$ cat config.mk
export PLATFORM = sky130hd
export DESIGN_NAME = instr_prefetch_queue
export DESIGN_NICKNAME = d
export VERILOG_FILES = /design/src/rtl/instr_prefetch_queue.sv
export SDC_FILE = /design/constraint.sdc
export NUM_CORES = 1
export LEC_CHECK = 0
export ABC_AREA = 1
export ABC_CLOCK_PERIOD_IN_PS = 5150
export CELL_PAD_IN_SITES_DETAIL_PLACEMENT = 1
export CELL_PAD_IN_SITES_GLOBAL_PLACEMENT = 1
export CORE_MARGIN = 2
export CORE_UTILIZATION = 46
export CTS_BUF_LIST = sky130_fd_sc_hd__clkbuf_8
export DETAILED_ROUTE_END_ITERATION = 6
export HOLD_SLACK_MARGIN = 0.08
export PLACE_DENSITY_LB_ADDON = 0.1
export SYNTH_ARGS = -nofsm -noshare
export SYNTH_HDL_FRONTEND = slang
export SYNTH_SLANG_ARGS = --single-unit
export TNS_END_PERCENT = 1
$ cat constraint.sdc
create_clock -name Clk -period 5.15 [get_ports Clk]
set_input_delay 1.2875 -clock Clk [delete_from_list [all_inputs] [get_ports Clk]]
set_output_delay 1.2875 -clock Clk [all_outputs]
set_load 0.01 [all_outputs]
$ cat src/rtl/instr_prefetch_queue.sv
`default_nettype none
// ============================================================================
//  Module   : instr_prefetch_queue
//  Purpose  : Instruction fetch front end. Issues in-order word fetches,
//             buffers returned words with their PC+4 in a small FIFO and
//             presents the head entry (show-ahead) to the IF_ID register.
//             Handles ID stall and branch/jump redirect with stale-response
//             dropping.
//  Options  : PREFETCH_STATS_EN adds bubble / flush statistics counters.
//  Revision : 1.0 - initial release
// ============================================================================
module instr_prefetch_queue #(
   parameter int          DEPTH    = 4,
   parameter int          MAX_OUT  = 4,
   parameter logic [31:0] RESET_PC = 32'h0000_0000
) (
   input  logic        Clk,
   input  logic        Reset,
   input  logic        ID_stall,
   input  logic        ID_PCSrc,
   input  logic [31:0] ID_new_PC,
   output logic        imem_req_valid,
   input  logic        imem_req_ready,
   output logic [31:0] imem_req_addr,
   input  logic        imem_resp_valid,
   input  logic [31:0] imem_resp_data,
   output logic [31:0] IF_Instruction,
   output logic [31:0] IF_PC4,
`ifdef PREFETCH_STATS_EN
   output logic [31:0] stat_bubbles,
   output logic [31:0] stat_flushes,
`endif
   output logic        IF_Valid
);

   localparam int PTR_W = $clog2(DEPTH);
   localparam int CNT_W = PTR_W + 1;
   localparam int OUT_W = $clog2(MAX_OUT) + 1;

   // Queue storage (data only, no reset needed: read only when occupied)
   logic [31:0]      instr_buf_q [DEPTH];
   logic [31:0]      pc4_buf_q   [DEPTH];

   logic [PTR_W-1:0] rd_ptr_q, rd_ptr_d;
   logic [PTR_W-1:0] wr_ptr_q, wr_ptr_d;
   logic [CNT_W-1:0] count_q, count_d;
   logic [OUT_W-1:0] outstanding_q, outstanding_d;
   logic [OUT_W-1:0] drop_q, drop_d;
   logic [31:0]      fetch_pc_q, fetch_pc_d;
   logic [31:0]      enq_pc_q, enq_pc_d;

   logic             resp_ok;
   logic             head_valid;
   logic             req_ok;
   logic             issue;
   logic             pop;
   logic             push;
   logic [31:0]      in_flight;

   // Per-cycle event decode: issue / response / pop / push qualifiers
   always_comb begin
      resp_ok    = imem_resp_valid && (outstanding_q != '0);
      head_valid = (count_q != '0);
      in_flight  = 32'(count_q) + 32'(outstanding_q);
      // Occupancy plus in-flight never exceeds DEPTH, so every response has a slot
      req_ok     = Reset && !ID_PCSrc
                   && (32'(outstanding_q) < 32'(MAX_OUT))
                   && (in_flight < 32'(DEPTH));
      issue      = req_ok && imem_req_ready;
      pop        = head_valid && !ID_stall && !ID_PCSrc;
      push       = resp_ok && (drop_q == '0) && !ID_PCSrc;
   end

   // Next-state computation for pointers, counters and PCs
   always_comb begin
      rd_ptr_d      = rd_ptr_q;
      wr_ptr_d      = wr_ptr_q;
      count_d       = count_q;
      fetch_pc_d    = fetch_pc_q;
      enq_pc_d      = enq_pc_q;
      drop_d        = drop_q;
      outstanding_d = outstanding_q + OUT_W'(issue) - OUT_W'(resp_ok);
      if (ID_PCSrc) begin
         // Flush: every request still in flight after this cycle is stale
         rd_ptr_d   = '0;
         wr_ptr_d   = '0;
         count_d    = '0;
         fetch_pc_d = ID_new_PC;
         enq_pc_d   = ID_new_PC;
         drop_d     = outstanding_d;
      end else begin
         if (issue) begin
            fetch_pc_d = fetch_pc_q + 32'd4;
         end
         if (push) begin
            wr_ptr_d = wr_ptr_q + PTR_W'(1);
            enq_pc_d = enq_pc_q + 32'd4;
         end
         if (pop) begin
            rd_ptr_d = rd_ptr_q + PTR_W'(1);
         end
         if (resp_ok && (drop_q != '0)) begin
            drop_d = drop_q - OUT_W'(1);
         end
         count_d = count_q + CNT_W'(push) - CNT_W'(pop);
      end
   end

   // Control state registers
   always_ff @(posedge Clk or negedge Reset) begin
      if (!Reset) begin
         rd_ptr_q      <= '0;
         wr_ptr_q      <= '0;
         count_q       <= '0;
         outstanding_q <= '0;
         drop_q        <= '0;
         fetch_pc_q    <= RESET_PC;
         enq_pc_q      <= RESET_PC;
      end else begin
         rd_ptr_q      <= rd_ptr_d;
         wr_ptr_q      <= wr_ptr_d;
         count_q       <= count_d;
         outstanding_q <= outstanding_d;
         drop_q        <= drop_d;
         fetch_pc_q    <= fetch_pc_d;
         enq_pc_q      <= enq_pc_d;
      end
   end

   // Queue storage write: response word and its PC+4
   always_ff @(posedge Clk) begin
      if (push) begin
         instr_buf_q[wr_ptr_q] <= imem_resp_data;
         pc4_buf_q[wr_ptr_q]   <= enq_pc_q + 32'd4;
      end
   end

   // Show-ahead outputs; when empty, PC4 reflects the next expected instruction
   always_comb begin
      imem_req_valid = req_ok;
      imem_req_addr  = fetch_pc_q;
      IF_Valid       = head_valid;
      IF_Instruction = head_valid ? instr_buf_q[rd_ptr_q] : 32'h0;
      IF_PC4         = head_valid ? pc4_buf_q[rd_ptr_q] : (enq_pc_q + 32'd4);
   end

`ifdef PREFETCH_STATS_EN
   logic [31:0] bubbles_q, bubbles_d;
   logic [31:0] flushes_q, flushes_d;

   // Saturating statistics counters
   always_comb begin
      bubbles_d = bubbles_q;
      flushes_d = flushes_q;
      if (!head_valid && !ID_stall && !ID_PCSrc && (bubbles_q != '1)) begin
         bubbles_d = bubbles_q + 32'd1;
      end
      if (ID_PCSrc && (flushes_q != '1)) begin
         flushes_d = flushes_q + 32'd1;
      end
   end

   // Statistics registers
   always_ff @(posedge Clk or negedge Reset) begin
      if (!Reset) begin
         bubbles_q <= '0;
         flushes_q <= '0;
      end else begin
         bubbles_q <= bubbles_d;
         flushes_q <= flushes_d;
      end
   end

   assign stat_bubbles = bubbles_q;
   assign stat_flushes = flushes_q;
`endif

   // A response with nothing outstanding is a memory protocol error; it is ignored
   a_no_orphan_resp : assert property (@(posedge Clk) disable iff (!Reset)
      imem_resp_valid |-> (outstanding_q != '0));

endmodule
`default_nettype wire

==> run metrics <==
area leader, netlist=edfxtp_1; Post-synth EDFFs=256; Placed Instance Area=between 15,000 and 20,000 sq um; Final Wtd Congestion=0.902; clk sinks=333; GRT Total Usage=26.8%; gr ovfl total=0; Die Ht=187 um; Fin. Hold Viols=0; RSZ-0062 raised after global routing=false; mapped cell area=15,400 sq um; Max Clock Freq=approximately 230 MHz; FF-to-FF setup slack=2.02 ns; drt pass-1 iters=7; Post-DRT Antenna Nets=0; TritonCTS clock tree=built; io pins=~170; first-pass GRT wire length=73,300 um; Ys Warns=0; max incr delay on CP=0.81 ns; asr flop ratio synth=a little under a quarter; Die W=187 um; status=finished clean; Core ar.=33,300 sq um; Max transition margin=a little over two fifths; Slew @ Worst Pin=0.859 ns; synthesis-to-layout area growth=21.1%; H-Tree Level Count=2; Synth cell types=40; # setup viols final=0; CP required=3.86 ns; final cycle utilization of the critical path=85.7%; CTS Hold Bufs=0; clk slew on worst S/H paths=around 0.060 ns; initial antenna violation count=1; Vias=roughly 12,000; Max Cap Viol=0; CP most frequent cell=o21ai_0; leak pwr=0.00719 uW; CP Cell Sequence=buf_12, o21ai_0, o22ai_1, nand2_1, o21ai_0, clkdlybuf4s50_1; pwr dens=roughly 470 nW/um^2; Max Root-Sink Buffers=3; Final nets=1,856; clock latency on the worst-skew pair=0.61 ns; largest cells by area after synthesis=edfxtp_1 50%, dfrtp_1 12%, nand2_1 9.7%; CP max-delay cell=dfrtp_4; Avg Inst Size Synth=9.68 sq um; Crit. End Element=output port; post-synth top area share=49.8%; clk root buf=clkbuf_8; largest net degree at the start of global routing=82; Clock Skews=0.0192 ns; # rows=67; Finished Cell Area=18,700 sq um; sequential area share after synthesis=62.3%; I/O Buffers=167; DP Wirelength=30,700 um; post-CTS setup buffers=0; Setup CP Type=reg2out; post-layout min period=4.41 ns; Setup crit start kind=flip-flop; worst r2r src=count_q[1]$_DFF_PN0_; Crit Path Max Fanout=74; Reg-to-Reg End=count_q[2]$_DFF_PN0_; Reg2Reg Depth=14; Fin Hold WS=0.499 ns; TNS Setup=0 ns; vias in the first global route=13,081; drc violations=0; synthesized flop and latch total=333; vias per inst=approximately 5.4; Initial Util=46.4%; layout cell share with drive strength beyond 1=under 10%; CP Capture Point=IF_PC4[3]; Routed WL per cell=roughly 21 um; maximum vdd drop=332 uV; Routed WL=46,800 um; Slew Limit Fails=0; Hold Path Class=reg2reg; Worst setup startpoint=rd_ptr_q[0]$_DFFE_PN0P_; Synth Instances=between 1,500 and 2,000; critical path data arrival time=3.13 ns; CTS Buf Count=56; Die ar.=35,100 sq um; ys flop type=edfxtp_1; Synthesized Nets=1,681; post-cts resize count=0; iteration-0 DRC count of the detailed router=720
==> routing by layer <==
| layer | up-vias | GRT usage (%) | share of wire (%) |
|---|---|---|---|
| li1 | 5709 | - | - |
| met1 | 6081 | 34.3 | 43 |
| met2 | 323 | 46.8 | 50 |
| met3 | 79 | 4.24 | 4.7 |
| met4 | 0 | 8.91 | 2.7 |
| met5 | - | 0 | 0 |
==> report_power, final <==
group	switching, uW	leakage [uW]	total, uW	internal, uW
clock	1100	0.000655	2340	1240
combinational	1820	0.00328	3050	1230
sequential	261	0.00325	3420	3160
total	3190	0.00719	8810	5630
==> cell families after synthesis <==
logic type,Yosys count,share of synthesized area (%)
compound gates,242,8.45
xor+xnor,23,1.55
fa+ha+maj,16,1.39
flops,333,62.3
buf+inv,158,4.25
simple gates,823,22.1
==> registers in the layout, summed over array words and instances, names as in the netlist <==
| register | count |
|---|---|
| rd_ptr_q | 2 |
| wr_ptr_q | 2 |
| imem_req_addr | 32 |
| count_q | 3 |
| pc4_buf_q | 128 |
| outstanding_q | 3 |
| drop_q | 3 |
| instr_buf_q | 128 |
| enq_pc_q | 32 |
==> worst min path at each step <==
stage,startpoint,to,depth (start not counted)
final,imem_req_addr[1]$_DFFE_PN0P_,imem_req_addr[1]$_DFFE_PN0P_,2
after global routing,imem_req_addr[0]$_DFFE_PN0P_,imem_req_addr[0]$_DFFE_PN0P_,2
after CTS,imem_req_addr[0]$_DFFE_PN0P_,imem_req_addr[0]$_DFFE_PN0P_,2
after detailed placement,imem_req_addr[0]$_DFFE_PN0P_,imem_req_addr[0]$_DFFE_PN0P_,2
after global placement,imem_req_addr[1]$_DFFE_PN0P_,imem_req_addr[1]$_DFFE_PN0P_,2
after floorplan,enq_pc_q[0]$_DFFE_PN0P_,pc4_buf_q[0][0]$_DFFE_PP_,0
==> worst max-delay path, delay by kind of cell, from the launching register on <==
family                 cells  cell delay (ns)
buffers and inverters      2             1.00
DFF                        1             0.81
and+or+nand+nor            1             0.07
AOI/OAI and AO/OA          3             0.60
==> metrics by stage <==
step | utilization (%) | total power (uW) | setup slack (ns) | cells
after global placement | 52.9 | 6430 | 1.31 | 2160
after CTS | 56.2 | 8900 | 0.644 | 2265
after floorplan | - | 5000 | 0.0222 | 1595
final | 56.2 | 8810 | 0.736 | 2266
after global routing | 56.2 | 9290 | 0.597 | 2266
after detailed placement | 52.9 | 6530 | 1.18 | 2160
==> synthesized netlist by cell type, types with 2 or more instances <==
cell type,n
nor2_1,284
nor3_1,3
ha_1,14
buf_1,5
o22ai_1,32
nand3_1,82
o21ai_0,155
buf_2,19
edfxtp_1,256
nor2_2,15
buf_6,4
xor2_1,9
inv_1,84
dfrtp_1,77
nand3b_1,11
inv_2,5
fa_1,2
nor2_4,6
buf_4,2
xnor2_1,9
xor2_2,5
clkbuf_1,37
nand2_1,399
nand3_2,4
nand4_1,2
a21oi_1,39
o211ai_1,12
and2_1,4
nand2_2,7
o211ai_2,2
==> area by class of cell <==
| cell class | instances | area, sq um |
|---|---|---|
| sequential | 333 | 9620 |
| clock inverter | 44 | 260 |
| timing repair buffer | 184 | 1870 |
| inverter | 91 | 344 |
| clock buffer | 61 | 840 |
| antenna | 1 | 2.50 |
| fill | 3785 | 14600 |
| multi-input combinational | 1104 | 5210 |
| tap | 448 | 561 |
==> placed cells by master, fill, tap and decap left out, types with 9 or more instances in the layout <==
cell | synthesis | layout
nand2_1 | 399 | 399
nor2_1 | 284 | 280
edfxtp_1 | 256 | 256
clkdlybuf4s50_1 | 0 | 165
o21ai_0 | 155 | 155
inv_1 | 84 | 108
nand3_1 | 82 | 82
dfrtp_1 | 77 | 75
clkbuf_8 | 0 | 61
a21oi_1 | 39 | 39
o22ai_1 | 32 | 32
nor2_2 | 15 | 14
ha_1 | 14 | 14
o211ai_1 | 12 | 12
buf_4 | 2 | 12
nor2_4 | 6 | 11
nand3b_1 | 11 | 11
xnor2_1 | 9 | 9
clkinv_1 | 1 | 9
xor2_1 | 9 | 9
No activity file was read; power rests on OpenSTA's default activity.
